**config.mk**
```make
export PLATFORM = sky130hd
export DESIGN_NAME = music_player_flat
export DESIGN_NICKNAME = d
export VERILOG_FILES = /design/src/rtl/music_player_if.sv /design/src/rtl/music_player.sv /design/src/flat_wrapper.sv
export SDC_FILE = /design/constraint.sdc
export NUM_CORES = 1
export LEC_CHECK = 0
export CORE_ASPECT_RATIO = 1.5
export CORE_MARGIN = 1
export CORE_UTILIZATION = 40
export DETAILED_ROUTE_END_ITERATION = 8
export HOLD_SLACK_MARGIN = 0.12
export PLACE_DENSITY_LB_ADDON = 0.15
export SETUP_SLACK_MARGIN = 0.2
export SLEW_MARGIN = 30
export SYNTH_ARGS = -nofsm -noshare
export SYNTH_HDL_FRONTEND = slang
export SYNTH_SLANG_ARGS = --single-unit
```
**constraint.sdc**
```tcl
create_clock -name clk -period 3.6 [get_ports clk]
set_input_delay 0.72 -clock clk [delete_from_list [all_inputs] [get_ports clk]]
set_output_delay 0.72 -clock clk [all_outputs]
set_load 0.02 [all_outputs]
```
**src/rtl/music_player_if.sv**
```systemverilog
// Music player bus: playback control, score ROM port and audio status.
interface music_player_if #(
  parameter int ADDR_W = 8
);
  logic              start;
  logic              stop;
  logic              loop_en;
  logic [ADDR_W-1:0] song_base;
  logic [ADDR_W-1:0] rom_addr;
  logic [7:0]        rom_data;
  logic              beep;
  logic              busy;
  logic              done;
  logic [4:0]        cur_note;

  modport master (
    output start, stop, loop_en, song_base, rom_data,
    input  rom_addr, beep, busy, done, cur_note
  );

  modport slave (
    input  start, stop, loop_en, song_base, rom_data,
    output rom_addr, beep, busy, done, cur_note
  );
endinterface

```
**src/rtl/music_player.sv**
```systemverilog
// Score-driven square-wave tone sequencer reading {note, dur} words
// from a synchronous ROM, with loop, restart and stop control.
module music_player #(
  parameter int CLK_HZ  = 50_000_000,
  parameter int TICK_HZ = 4,
  parameter int ADDR_W  = 8
) (
  input  logic         clk,
  input  logic         rst,
  music_player_if.slave bus
);
  localparam int BEAT_CYC = CLK_HZ / TICK_HZ;
  localparam logic [31:0] BEAT_LAST = 32'(BEAT_CYC - 1);

  localparam logic [1:0] IDLE = 2'd0;
  localparam logic [1:0] ADDR = 2'd1;
  localparam logic [1:0] DATA = 2'd2;
  localparam logic [1:0] PLAY = 2'd3;

  localparam logic [4:0] END_NOTE = 5'd31;

  localparam int FREQ [32] = '{
    0,
    262, 294, 330, 349, 392, 440, 494,
    523, 587, 659, 698, 784, 880, 988,
    1047, 1175, 1319, 1397, 1568, 1760, 1976,
    0, 0, 0, 0, 0, 0, 0, 0, 0, 0
  };

  // Zero entries mark rests and unused codes.
  logic [31:0] half_tab [32];

  for (genvar g = 0; g < 32; g++) begin : g_half
    if (FREQ[g] == 0) begin : g_rest
      assign half_tab[g] = 32'd0;
    end else begin : g_tone
      assign half_tab[g] = 32'(CLK_HZ / (2 * FREQ[g]));
    end
  end

  logic [1:0]        state;
  logic [ADDR_W-1:0] addr_q;
  logic [ADDR_W-1:0] base_q;
  logic [4:0]        note_q;
  logic [3:0]        beats_left;
  logic [31:0]       beat_cnt;
  logic [31:0]       tone_cnt;
  logic [31:0]       half_q;
  logic              beep_q;
  logic              done_q;

  logic [4:0] note_in;
  logic [2:0] dur_in;

  assign note_in = bus.rom_data[7:3];
  assign dur_in  = bus.rom_data[2:0];

  assign bus.rom_addr = addr_q;
  assign bus.beep     = beep_q;
  assign bus.busy     = (state != IDLE);
  assign bus.done     = done_q;
  assign bus.cur_note = note_q;

  always_ff @(posedge clk or posedge rst) begin
    if (rst) begin
      state      <= IDLE;
      addr_q     <= '0;
      base_q     <= '0;
      note_q     <= '0;
      beats_left <= '0;
      beat_cnt   <= '0;
      tone_cnt   <= '0;
      half_q     <= '0;
      beep_q     <= 1'b0;
      done_q     <= 1'b0;
    end else begin
      done_q <= 1'b0;
      if (bus.stop) begin
        state  <= IDLE;
        note_q <= '0;
        beep_q <= 1'b0;
      end else if (bus.start) begin
        state  <= ADDR;
        addr_q <= bus.song_base;
        base_q <= bus.song_base;
        note_q <= '0;
        beep_q <= 1'b0;
      end else begin
        unique case (state)
          IDLE: begin
          end
          ADDR: state <= DATA;
          DATA: begin
            if (note_in != END_NOTE) begin
              note_q     <= note_in;
              half_q     <= half_tab[note_in];
              beats_left <= {1'b0, dur_in} + 4'd1;
              beat_cnt   <= '0;
              tone_cnt   <= '0;
              beep_q     <= 1'b0;
              state      <= PLAY;
            end else if (bus.loop_en) begin
              addr_q <= base_q;
              state  <= ADDR;
            end else begin
              done_q <= 1'b1;
              state  <= IDLE;
            end
          end
          PLAY: begin
            if (half_q != 32'd0) begin
              if (tone_cnt == half_q - 32'd1) begin
                tone_cnt <= '0;
                beep_q   <= ~beep_q;
              end else begin
                tone_cnt <= tone_cnt + 32'd1;
              end
            end else begin
              beep_q <= 1'b0;
            end
            // The beat boundary overrides the tone toggle on the last cycle.
            if (beat_cnt == BEAT_LAST) begin
              beat_cnt <= '0;
              if (beats_left == 4'd1) begin
                addr_q <= addr_q + ADDR_W'(1);
                note_q <= '0;
                beep_q <= 1'b0;
                state  <= ADDR;
              end else begin
                beats_left <= beats_left - 4'd1;
              end
            end else begin
              beat_cnt <= beat_cnt + 32'd1;
            end
          end
          default: state <= IDLE;
        endcase
      end
    end
  end
endmodule

```
**src/flat_wrapper.sv**
```systemverilog
// flat-port wrapper written by rule: the top's interface ports become plain ports
module music_player_flat 
#(
  parameter int CLK_HZ  = 50_000_000,
  parameter int TICK_HZ = 4,
  parameter int ADDR_W  = 8
)
  (clk, rst, bus_start, bus_stop, bus_loop_en, bus_song_base, bus_rom_data, bus_rom_addr, bus_beep, bus_busy, bus_done, bus_cur_note);
  music_player_if #(.ADDR_W(ADDR_W)) bus_i ();
  input  logic clk;
  input  logic rst;
  input wire logic [$bits(bus_i.start)-1:0] bus_start;
  input wire logic [$bits(bus_i.stop)-1:0] bus_stop;
  input wire logic [$bits(bus_i.loop_en)-1:0] bus_loop_en;
  input wire logic [$bits(bus_i.song_base)-1:0] bus_song_base;
  input wire logic [$bits(bus_i.rom_data)-1:0] bus_rom_data;
  output wire logic [$bits(bus_i.rom_addr)-1:0] bus_rom_addr;
  output wire logic [$bits(bus_i.beep)-1:0] bus_beep;
  output wire logic [$bits(bus_i.busy)-1:0] bus_busy;
  output wire logic [$bits(bus_i.done)-1:0] bus_done;
  output wire logic [$bits(bus_i.cur_note)-1:0] bus_cur_note;
  assign bus_i.start = bus_start;
  assign bus_i.stop = bus_stop;
  assign bus_i.loop_en = bus_loop_en;
  assign bus_i.song_base = bus_song_base;
  assign bus_i.rom_data = bus_rom_data;
  assign bus_rom_addr = bus_i.rom_addr;
  assign bus_beep = bus_i.beep;
  assign bus_busy = bus_i.busy;
  assign bus_done = bus_i.done;
  assign bus_cur_note = bus_i.cur_note;
  music_player #(.CLK_HZ(CLK_HZ), .TICK_HZ(TICK_HZ), .ADDR_W(ADDR_W)) u_core (.clk(clk), .rst(rst), .bus(bus_i));
endmodule
```
==> flow_metrics.py, run 1 <==
metrics = {
    "final_layout": {
        "regArea_um2": 2750,
        "instances_no_fill": 1094,
        "areaGrowthSynthToFinish_pct": 14.7,
        "final_layout_size_suffix_gt1_share_pct": 8.29,
        "nFillCells": 1723,
        "antenna_cells": 0,
        "nets": 918,
        "multiInputGateArea_um2": 3970,
    },
    "route": {
        "routed_wl_um": 17900,
        "drtPass1Iterations": 5,
        "routedWlPerCell_um": 16.4,
        "vias_per_cell": 5.70,
        "vias": 6238,
        "drt_iter0_drc": 356,
        "antenna_left": 0,
        "drcViolationCount": 0,
    },
    "timing": {
        "final_hold_viol_count": 0,
        "fmax_mhz": 303,
        "post-route-min-period_ps": 3300,
        "max_slew_margin_pct": 59.9,
        "finalCritPeriodShare_pct": 91.5,
        "fin_skew_ps": 11.9,
        "setup_viol": 0,
        "slew_viol_final": 0,
        "rsz0062_at_grt": "false",
        "tightest_slew_ps": 600,
        "tns_ps": 0,
    },
    "global_route": {
        "grt-ovfl-total": 0,
        "grt_pass1_wl_um": 30000,
        "grt_max_degree": 41,
        "grt_pass1_vias": 6072,
        "grt_usage_pct": 21.0,
        "grt_antenna_before_repair": 0,
    },
    "place": {
        "hpwlAfterDp_um": 13000,
        "dp.cells": 1075,
        "port_buffers": 36,
        "gp_congestion": 0.890,
    },
    "floorplanning": {
        "die_area_um2": 18100,
        "num_io_pins": 37,
        "die_width_um": 110,
        "initial_utilization_pct": 40.8,
        "dieHeight_um": 164,
        "core-area_um2": 17300,
        "rows": 59,
    },
    "synthesis": {
        "synth_top_area_share_pct": 39.1,
        "yosysUniqueCellTypes": 65,
        "ys_warn_count": 0,
        "seq_area_frac_synth_pct": 39.1,
        "synth-main-ff-cell": "dfrtp_1",
        "synth_area_leaders": "dfrtp_1, nand2_1, nor2_1, xor2_1, a21oi_1",
        "syn_area_um2": 7040,
        "synth_top_area_cell": "dfrtp_1",
        "ys_ff_latch": 110,
        "syn_nets": 888,
        "synth_edf_count": 0,
        "synthArstFlopShare_pct": 100,
        "synth_cells": 846,
        "syn_area_per_cell_um2": 8.32,
    },
    "clock_tree": {
        "clock_path_buffers": 2,
        "cts_buffers": 9,
        "clock_sinks": 110,
        "cts-htree-levels": 3,
        "cts.clk_slew.worst_paths_ps": 80,
        "clk_latency_ps": 360,
        "root_buffer": "clkbuf_16",
        "cts_hold_buf": 0,
        "cts_tree": "yes",
    },
    "setup_path": {
        "rr_endpoint": "u_core.tone_cnt[26]",
        "r2r_cells": 9,
        "startpoint_type": "register",
        "worstSetupStartpoint": "u_core.half_q[8]",
        "cp-end-kind": "register",
        "cp.required_ps": 3860,
        "crit_fanout": 13,
        "rrSetupSlack_ps": 300,
        "crit_path_end": "u_core.tone_cnt[26]",
        "cp.arrival_ps": 3550,
        "reg2reg_from": "u_core.half_q[8]",
        "critPathKind": "register to register",
    },
    "job": {
        "max_cap_viol_count": 0,
    },
    "pwr": {
        "ir_drop_mv": 0.386,
        "p_per_area_nw_per_um2": 481,
        "p_leak_nw": 3.33,
    },
    "run_status": {
        "status": "finished clean",
    },
    "worst_hold_path": {
        "worstHoldPathType": "register to register",
    },
}
placed cells by master, fill, tap and decap left out, types with 10 or more instances in the layout:
| cell type | count |
|---|---|
| nor3_1 | 23 |
| inv_1 | 39 |
| xor2_1 | 38 |
| a211oi_1 | 11 |
| a21oi_1 | 58 |
| nand2_1 | 92 |
| buf_4 | 25 |
| nor4_1 | 14 |
| o22ai_1 | 16 |
| mux2_2 | 10 |
| or3_1 | 11 |
| o21ai_0 | 55 |
| xnor2_1 | 25 |
| and3_1 | 10 |
| nor2_1 | 89 |
| clkdlybuf4s50_1 | 36 |
| nand4_1 | 17 |
| dfrtp_1 | 110 |
| nand3_1 | 58 |
| ha_1 | 21 |
worst min-delay path by stage:
stage,start,end,cells after the start
2_1_floorplan,u_core.beat_cnt[4],u_core.beat_cnt[4],1
3_3_place_gp,u_core.base_q[6],u_core.base_q[6],1
3_5_place_dp,u_core.base_q[2],u_core.base_q[2],1
4_1_cts,u_core.base_q[2],u_core.base_q[2],1
5_1_grt,u_core.base_q[2],u_core.base_q[2],1
6_report,u_core.base_q[4],u_core.base_q[4],1
metrics by stage:
step                util (%)  hold WS, ps  setup WS (ps)  power [W]  area, µm²
finish                  46.8          518            305    0.00389       8080
global route            46.8          529            210    0.00414       8080
CTS                     46.4          519            205    0.00391       8010
detailed placement      44.6          500            119    0.00285       7700
global placement        44.6          491            138    0.00280       7700
floorplan                  -          475            502    0.00251       7040
metal layers:
layer / global-route usage [%] / share of wire, %
met5: 0 / 0
met4: 8.55 / 2.6
met3: 2.37 / 2.7
met2: 36.3 / 52
met1: 26.3 / 43
logic make-up after synthesis:
kind of cell / Yosys count / synth area share (%)
AND/OR/NAND/NOR: 353 / 24.7
flip-flops: 110 / 39.1
XOR/XNOR: 63 / 7.84
multiplexers: 17 / 2.60
adder cells (fa/ha/maj): 21 / 3.73
buffers and inverters: 88 / 5.07
AO/OA/AOI/OAI: 194 / 17.0
critical path, stage by stage (launching register included):
cell     delay [ps]
dfrtp_1         490
or4_4           610
or4_1           540
nor4_1          380
o22ai_1         180
nor4_4          400
a21oi_4         220
nor2_4          180
buf_12          140
nor2_1           50
cell type report:
type | instances | share of cell area (%)
sequential | 110 | 34.1
timing repair buffer | 65 | 7.78
inverter | 41 | 1.95
clock buffer | 10 | 2.84
tap | 213 | 3.30
multi-input combinational | 649 | 49.1
clock inverter | 6 | 0.960
cells in the mapped netlist, drive strengths merged, types with 7 or more instances:
| cell | count |
|---|---|
| a211oi | 12 |
| a21oi | 60 |
| and3 | 10 |
| buf | 9 |
| clkbuf | 38 |
| dfrtp | 110 |
| ha | 21 |
| inv | 40 |
| mux2 | 10 |
| mux2i | 7 |
| nand2 | 93 |
| nand3 | 58 |
| nand4 | 17 |
| nor2 | 90 |
| nor3 | 23 |
| nor4 | 16 |
| o21ai | 57 |
| o22ai | 16 |
| o311ai | 8 |
| or3 | 11 |
| or4 | 10 |
| xnor2 | 25 |
| xor2 | 38 |
flip-flops by register name, summed over array words and instances (netlist names):
name,cells
u_core.bus.cur_note,5
u_core.beats_left,4
u_core.beat_cnt,32
u_core.tone_cnt,32
u_core.bus.rom_addr,8
u_core.state,2
u_core.half_q,17
u_core.base_q,8
u_core.bus.done,1
u_core.bus.beep,1
power by group:
| part | switching (W) | internal [W] | total, W |
|---|---|---|---|
| Clock | 0.000491 | 0.000554 | 0.00105 |
| Combinational | 0.000575 | 0.000496 | 0.00107 |
| Sequential | 0.000341 | 0.00143 | 0.00177 |
| Total | 0.00141 | 0.00248 | 0.00389 |
what timing repair did:
item | in CTS | in global routing
setup endpoints to repair | 0 | 33
setup buffers | 0 | 1
gates resized for setup | 0 | 3
Power figures use the tool's default switching activity.
==> run 2, diff against run 1 <==
- CORE_MARGIN: 1 -> not set
==> results of run 2 <==
No change in the layout: final DEF, timing and power equal those of run 1.
